[src/rtl/thread_pkg.sv]
// Shared widths and the writeback entry type for the thread writeback block.
package thread_pkg;
    localparam int DATA_W = 28;
    localparam int NREG   = 16;
    localparam int AW     = $clog2(NREG);

    typedef struct packed {
        logic [AW-1:0]     dest;
        logic [DATA_W-1:0] data;
    } wb_entry_t;
endpackage

[src/rtl/thread_writeback_if.sv]
// Result sources, reservation port, register-file write port and scoreboard.
interface thread_writeback_if
    import thread_pkg::*;
#(
    parameter int DATA_W = thread_pkg::DATA_W,
    parameter int NREG   = thread_pkg::NREG,
    parameter int AW     = $clog2(NREG)
);
    logic              alu_valid, alu_ready;
    logic [AW-1:0]     alu_dest;
    logic [DATA_W-1:0] alu_data;
    logic              mem_valid, mem_ready;
    logic [AW-1:0]     mem_dest;
    logic [DATA_W-1:0] mem_data;
    logic              rsv_valid;
    logic [AW-1:0]     rsv_dest;
    logic              wb_wen;
    logic [AW-1:0]     wb_dest;
    logic [DATA_W-1:0] wb_data;
    logic [NREG-1:0]   busy;

    modport master (
        output alu_valid, alu_dest, alu_data, mem_valid, mem_dest, mem_data,
               rsv_valid, rsv_dest,
        input  alu_ready, mem_ready, wb_wen, wb_dest, wb_data, busy
    );
    modport slave (
        input  alu_valid, alu_dest, alu_data, mem_valid, mem_dest, mem_data,
               rsv_valid, rsv_dest,
        output alu_ready, mem_ready, wb_wen, wb_dest, wb_data, busy
    );
endinterface

[src/rtl/thread_wb_fifo.sv]
// Small per-source result FIFO; ready is derived from registered occupancy only.
module thread_wb_fifo #(
    parameter int W     = 32,
    parameter int DEPTH = 2
) (
    input  logic         clk,
    input  logic         rst,
    input  logic         push,
    input  logic [W-1:0] din,
    output logic         ready,
    input  logic         pop,
    output logic         empty,
    output logic [W-1:0] dout
);
    localparam int PW = (DEPTH > 1) ? $clog2(DEPTH) : 1;
    localparam int CW = $clog2(DEPTH + 1);

    logic [W-1:0]  store [DEPTH];
    logic [PW-1:0] wr_ptr, rd_ptr;
    logic [CW-1:0] count;

    function automatic logic [PW-1:0] inc(input logic [PW-1:0] p);
        return (p == PW'(DEPTH - 1)) ? '0 : p + 1'b1;
    endfunction

    // Held low during reset so upstream never pushes into a FIFO being cleared.
    assign ready = (count != CW'(DEPTH)) && !rst;
    assign empty = (count == '0);
    assign dout  = store[rd_ptr];

    always_ff @(posedge clk) begin
        if (rst) begin
            wr_ptr <= '0;
            rd_ptr <= '0;
            count  <= '0;
        end else begin
            if (push) begin
                store[wr_ptr] <= din;
                wr_ptr        <= inc(wr_ptr);
            end
            if (pop)
                rd_ptr <= inc(rd_ptr);
            if (push && !pop)
                count <= count + 1'b1;
            else if (pop && !push)
                count <= count - 1'b1;
        end
    end
endmodule

[src/rtl/thread_writeback.sv]
// Round-robin merge of ALU and load results into the register-file write port,
// plus the pending-write scoreboard.
module thread_writeback
    import thread_pkg::*;
#(
    parameter int DATA_W     = thread_pkg::DATA_W,
    parameter int NREG       = thread_pkg::NREG,
    parameter int FIFO_DEPTH = 2
) (
    input logic               clk,
    input logic               rst,
    thread_writeback_if.slave bus
);
    localparam int EW = $bits(wb_entry_t);

    wb_entry_t         alu_in, mem_in, alu_head, mem_head, win;
    logic              alu_push, mem_push, alu_rdy, mem_rdy, alu_empty, mem_empty;
    logic              grant_alu, grant_mem, pop, wr_fire;
    logic              last_alu;
    logic              wen_q;
    logic [AW-1:0]     dest_q;
    logic [DATA_W-1:0] data_q;
    logic [NREG-1:0]   busy_q, busy_nxt;

    assign alu_in   = '{dest: bus.alu_dest, data: bus.alu_data};
    assign mem_in   = '{dest: bus.mem_dest, data: bus.mem_data};
    assign alu_push = bus.alu_valid && alu_rdy;
    assign mem_push = bus.mem_valid && mem_rdy;

    thread_wb_fifo #(.W(EW), .DEPTH(FIFO_DEPTH)) u_alu_fifo (
        .clk(clk), .rst(rst), .push(alu_push), .din(alu_in), .ready(alu_rdy),
        .pop(grant_alu), .empty(alu_empty), .dout(alu_head)
    );
    thread_wb_fifo #(.W(EW), .DEPTH(FIFO_DEPTH)) u_mem_fifo (
        .clk(clk), .rst(rst), .push(mem_push), .din(mem_in), .ready(mem_rdy),
        .pop(grant_mem), .empty(mem_empty), .dout(mem_head)
    );

    // last_alu=1 means mem wins the next tie.
    always_comb begin
        grant_mem = !mem_empty && (alu_empty || last_alu);
        grant_alu = !alu_empty && !grant_mem;
        pop       = grant_mem || grant_alu;
        win       = grant_mem ? mem_head : alu_head;
        wr_fire   = pop && (win.dest != '0);
    end

    // Set after clear so a same-edge re-reservation keeps the bit.
    always_comb begin
        busy_nxt = busy_q;
        if (wr_fire)
            busy_nxt[win.dest] = 1'b0;
        if (bus.rsv_valid)
            busy_nxt[bus.rsv_dest] = 1'b1;
        busy_nxt[0] = 1'b0;
    end

    always_ff @(posedge clk) begin
        if (rst) begin
            last_alu <= 1'b1;
            wen_q    <= 1'b0;
            dest_q   <= '0;
            data_q   <= '0;
            busy_q   <= '0;
        end else begin
            if (pop)
                last_alu <= grant_alu;
            wen_q  <= wr_fire;
            busy_q <= busy_nxt;
            if (wr_fire) begin
                dest_q <= win.dest;
                data_q <= win.data;
            end
        end
    end

    assign bus.alu_ready = alu_rdy;
    assign bus.mem_ready = mem_rdy;
    assign bus.wb_wen    = wen_q;
    assign bus.wb_dest   = dest_q;
    assign bus.wb_data   = data_q;
    assign bus.busy      = busy_q;
endmodule

[src/flat_wrapper.sv]
// flat-port wrapper written by rule: the top's interface ports become plain ports
module thread_writeback_flat import thread_pkg::*;
#(
    parameter int DATA_W     = thread_pkg::DATA_W,
    parameter int NREG       = thread_pkg::NREG,
    parameter int FIFO_DEPTH = 2
)
  (clk, rst, bus_alu_valid, bus_alu_dest, bus_alu_data, bus_mem_valid, bus_mem_dest, bus_mem_data, bus_rsv_valid, bus_rsv_dest, bus_alu_ready, bus_mem_ready, bus_wb_wen, bus_wb_dest, bus_wb_data, bus_busy);
  thread_writeback_if #(.DATA_W(DATA_W), .NREG(NREG)) bus_i ();
  input logic clk;
  input logic rst;
  input wire logic [$bits(bus_i.alu_valid)-1:0] bus_alu_valid;
  input wire logic [$bits(bus_i.alu_dest)-1:0] bus_alu_dest;
  input wire logic [$bits(bus_i.alu_data)-1:0] bus_alu_data;
  input wire logic [$bits(bus_i.mem_valid)-1:0] bus_mem_valid;
  input wire logic [$bits(bus_i.mem_dest)-1:0] bus_mem_dest;
  input wire logic [$bits(bus_i.mem_data)-1:0] bus_mem_data;
  input wire logic [$bits(bus_i.rsv_valid)-1:0] bus_rsv_valid;
  input wire logic [$bits(bus_i.rsv_dest)-1:0] bus_rsv_dest;
  output wire logic [$bits(bus_i.alu_ready)-1:0] bus_alu_ready;
  output wire logic [$bits(bus_i.mem_ready)-1:0] bus_mem_ready;
  output wire logic [$bits(bus_i.wb_wen)-1:0] bus_wb_wen;
  output wire logic [$bits(bus_i.wb_dest)-1:0] bus_wb_dest;
  output wire logic [$bits(bus_i.wb_data)-1:0] bus_wb_data;
  output wire logic [$bits(bus_i.busy)-1:0] bus_busy;
  assign bus_i.alu_valid = bus_alu_valid;
  assign bus_i.alu_dest = bus_alu_dest;
  assign bus_i.alu_data = bus_alu_data;
  assign bus_i.mem_valid = bus_mem_valid;
  assign bus_i.mem_dest = bus_mem_dest;
  assign bus_i.mem_data = bus_mem_data;
  assign bus_i.rsv_valid = bus_rsv_valid;
  assign bus_i.rsv_dest = bus_rsv_dest;
  assign bus_alu_ready = bus_i.alu_ready;
  assign bus_mem_ready = bus_i.mem_ready;
  assign bus_wb_wen = bus_i.wb_wen;
  assign bus_wb_dest = bus_i.wb_dest;
  assign bus_wb_data = bus_i.wb_data;
  assign bus_busy = bus_i.busy;
  thread_writeback #(.DATA_W(DATA_W), .NREG(NREG), .FIFO_DEPTH(FIFO_DEPTH)) u_core (.clk(clk), .rst(rst), .bus(bus_i));
endmodule
[config.mk]
export PLATFORM = sky130hd
export DESIGN_NAME = thread_writeback_flat
export DESIGN_NICKNAME = d
export VERILOG_FILES = /design/src/rtl/thread_pkg.sv /design/src/rtl/thread_writeback_if.sv /design/src/rtl/thread_wb_fifo.sv /design/src/rtl/thread_writeback.sv /design/src/flat_wrapper.sv
export SDC_FILE = /design/constraint.sdc
export NUM_CORES = 1
export LEC_CHECK = 0
export ABC_CLOCK_PERIOD_IN_PS = 6400
export CORE_MARGIN = 3
export CORE_UTILIZATION = 53
export CTS_CLUSTER_DIAMETER = 80
export DETAILED_ROUTE_END_ITERATION = 8
export PLACE_DENSITY = 0.8
export SLEW_MARGIN = 40
export SYNTH_ARGS = -nofsm -noshare
export SYNTH_HDL_FRONTEND = slang
export SYNTH_HIERARCHICAL = 1
export SYNTH_SLANG_ARGS = --single-unit
[constraint.sdc]
create_clock -name clk -period 6.4 [get_ports clk]
set_input_delay 1.6 -clock clk [delete_from_list [all_inputs] [get_ports clk]]
set_output_delay 1.6 -clock clk [all_outputs]
set_load 0.05 [all_outputs]
==> flow_metrics.py <==
metrics = {
    "logic_synthesis": {
        "synth.net_count": 615,
        "synth_area_leaders": "edfxtp_1, dfxtp_1, mux2_2, a311oi_1, nand2_1",
        "synth-main-ff-cell": "edfxtp_1",
        "ys_types": 45,
        "ys_seq_area_frac": 0.675,
        "synth_seq_cells": 187,
        "synth-edff-count": 128,
        "yosysTopAreaCellShare": 0.516,
        "synth_top_cell_by_area": "edfxtp_1",
        "netlist_area_um2": 7440,
        "synthCells": 540,
        "avgSynthCellArea_um2": 13.8,
        "yosys_warnings": 6,
        "ys_async_sr_fraction": 0,
    },
    "global_route": {
        "grtUsageTotal": 0.211,
        "antenna_found_initial": 0,
        "gr-total-overflow": 0,
        "grt_pass1_vias": 4857,
        "grt_pass1_wl_um": 25400,
        "grt_max_degree": 48,
    },
    "sta": {
        "setup_viol": 0,
        "fmax_ghz": 0.228,
        "tns_ps": 0,
        "slew_viol_final": 0,
        "fin_crit_sh": 0.686,
        "slew_headroom": 0.467,
        "final.min_clock_period_ps": 4390,
        "finalHoldViolations": 0,
        "rsz0062_at_grt": "no",
        "finalClockSkew_ps": 5.81,
        "tightest_slew_ps": 798,
    },
    "floorplan": {
        "dieWidth_um": 125,
        "rows": 42,
        "die-area_um2": 15500,
        "start_util": 0.551,
        "core-area_um2": 13500,
        "die_y_um": 125,
        "ios": 124,
    },
    "finish": {
        "nets": 731,
        "n_antenna_cell": 0,
        "fill_cells": 925,
        "area_growth_pct": 25.5,
        "register_area_um2": 5020,
        "drive_gt1_frac": 0.165,
        "stdcell_count": 844,
        "multiInputGateArea_um2": 2210,
        "final_common_cell": "edfxtp_1",
        "final_cell_mix": "edfxtp_1, clkdlybuf4s50_1, nand2_1, mux2_2, dfxtp_1",
    },
    "routing": {
        "vias": 4866,
        "wl_per_cell_um": 19.4,
        "viasPerCell": 5.77,
        "drt-total-wl_um": 16400,
        "first_iter_violations": 409,
        "first_pass_iters": 7,
        "ant_nets": 0,
        "drc": 0,
    },
    "placement": {
        "gp_congestion": 0.801,
        "dp_hpwl_um": 11300,
        "place_inst": 813,
        "io_buffers": 122,
    },
    "clock_tree": {
        "cts_setup_buffers": 0,
        "h-tree-depth": 4,
        "cts_resized": 0,
        "hold_buffers": 0,
        "cts_sinks": 187,
        "cts_buffers": 17,
        "cts_tree": "done",
        "clockBufferDepth": 2,
        "clk_latency_ps": 420,
        "cts-root-buf": "clkbuf_16",
        "clk_pin_slew_ps": 60,
    },
    "pwr": {
        "p_leak_uw": 0.00321,
        "p_switching_uw": 1380,
        "power.share.sequential": 0.395,
        "p_clk_frac": 0.257,
        "powerDensity_nw_per_um2": 414,
        "combPwrFrac": 0.348,
        "swShare": 0.356,
        "p_int_uw": 2490,
        "ir_worst_vdd_uv": 333,
    },
    "critical_path": {
        "crit_chain": "buf_2 -> a21oi_1 -> clkdlybuf4s50_1",
        "crit_type": "in2out",
        "worst_ep_required_time_ps": 4800,
        "end_kind": "output port",
        "crit_fanout": 10,
        "cp.arrival_ps": 2790,
        "cp_slowest_cell": "clkdlybuf4s50_1",
        "setup.worst_path.start_class": "input port",
        "slowest_delay_ps": 830,
    },
    "worst_hold_path": {
        "min_path_type": "reg2reg",
    },
    "run_status": {
        "outcome": "finished clean",
    },
    "job": {
        "maxCapViolCount": 0,
    },
}
## area by class of cell
cell class                 count  share of cell area
clock inverter                13              0.0137
sequential                   187               0.538
clock buffer                  18              0.0459
inverter                      12             0.00482
tap                          176              0.0236
timing repair buffer         131               0.137
multi-input combinational    307               0.237
## stage by stage
step                      power [µW]  hold WS [ps]  setup WS (ps)  area, µm²   util
after floorplan                 2500           472            646       7440      -
after global placement          2840           466           2000       8780  0.650
after detailed placement        2880           469           2000       8790  0.651
after CTS                       3870           479           2000       9340  0.692
after global routing            4030           496           1940       9340  0.692
final                           3860           479           2010       9340  0.692
## synth_stat cells, drive strengths merged, types with 2 or more instances
cell type	n
mux2	67
nor3	2
and2	3
o32ai	4
or3	5
o21bai	2
and3b	2
dfxtp	59
a32o	2
o211ai	3
mux2i	8
nor2	17
o311ai	6
nor4	2
nor2b	7
nand3	7
buf	19
nand2	66
a21oi	37
clkbuf	15
inv	12
a211oi	2
a311oi	29
nand3b	3
ha	2
o21ai	13
xor2	4
nor3b	3
edfxtp	128
xnor2	4
## layer usage
| layer | wire length, µm | up-vias | global-route usage |
|---|---|---|---|
| li1 | - | 2263 | - |
| met1 | 6440 | 2369 | 0.259 |
| met2 | 8560 | 215 | 0.370 |
| met3 | 1140 | 19 | 0.0515 |
| met4 | 220 | 0 | 0.0587 |
| met5 | 0 | - | 0 |
## state kept, by name (all words and copies together), names as in the netlist, named ones only
signal / count
u_core/u_mem_fifo/rd_ptr: 1
u_core/bus.wb_wen: 1
u_core/bus.wb_dest: 4
u_core/u_mem_fifo/wr_ptr: 1
u_core/u_alu_fifo/rd_ptr: 1
u_core/bus.busy: 15
u_core/last_alu: 1
u_core/u_alu_fifo/count: 2
u_core/u_mem_fifo/store: 64
u_core/u_alu_fifo/wr_ptr: 1
u_core/u_mem_fifo/count: 2
u_core/u_alu_fifo/store: 64
u_core/bus.wb_data: 28
## worst max-delay path, delay by kind of cell
family                 cells  cell delay [ps]
buffers and inverters      2             1000
AO/OA/AOI/OAI              1              180
## final timing paths
kind | depth (start not counted) | from | slack, ps | endpoint
max reg2reg | 9 | u_core/u_mem_fifo/count[0]$_SDFFE_PP0P_ | 3240 | u_core/u_alu_fifo/count[1]$_SDFFE_PP0P_
max | 3 | rst | 2010 | bus_alu_ready
min reg2reg | 2 | u_core/bus.busy[4]$_SDFF_PP0_ | 480 | u_core/bus.busy[4]$_SDFF_PP0_
min | 2 | u_core/bus.busy[4]$_SDFF_PP0_ | 480 | u_core/bus.busy[4]$_SDFF_PP0_
## kinds of logic (layout without fill, tap and decap cells)
| group | after synthesis | after routing | synth area share |
|---|---|---|---|
| compound gates | 100 | 100 | 0.0934 |
| xor+xnor | 8 | 8 | 0.00941 |
| fa+ha+maj | 2 | 2 | 0.00336 |
| buf+inv | 46 | 174 | 0.0311 |
| flops | 187 | 187 | 0.675 |
| mux | 75 | 75 | 0.113 |
| other cells | 1 | 1 | 0.000504 |
| simple gates | 121 | 121 | 0.0746 |
## power by group through the flow
stage	clock network [µW]	logic, µW	registers (µW)
detailed placement	0	1330	1550
global route	1060	1440	1540
finish	994	1340	1530
CTS	1010	1340	1520
floorplan	0	700	1800
global placement	0	1300	1540
Note: power is estimated with default switching activity, not from simulation.
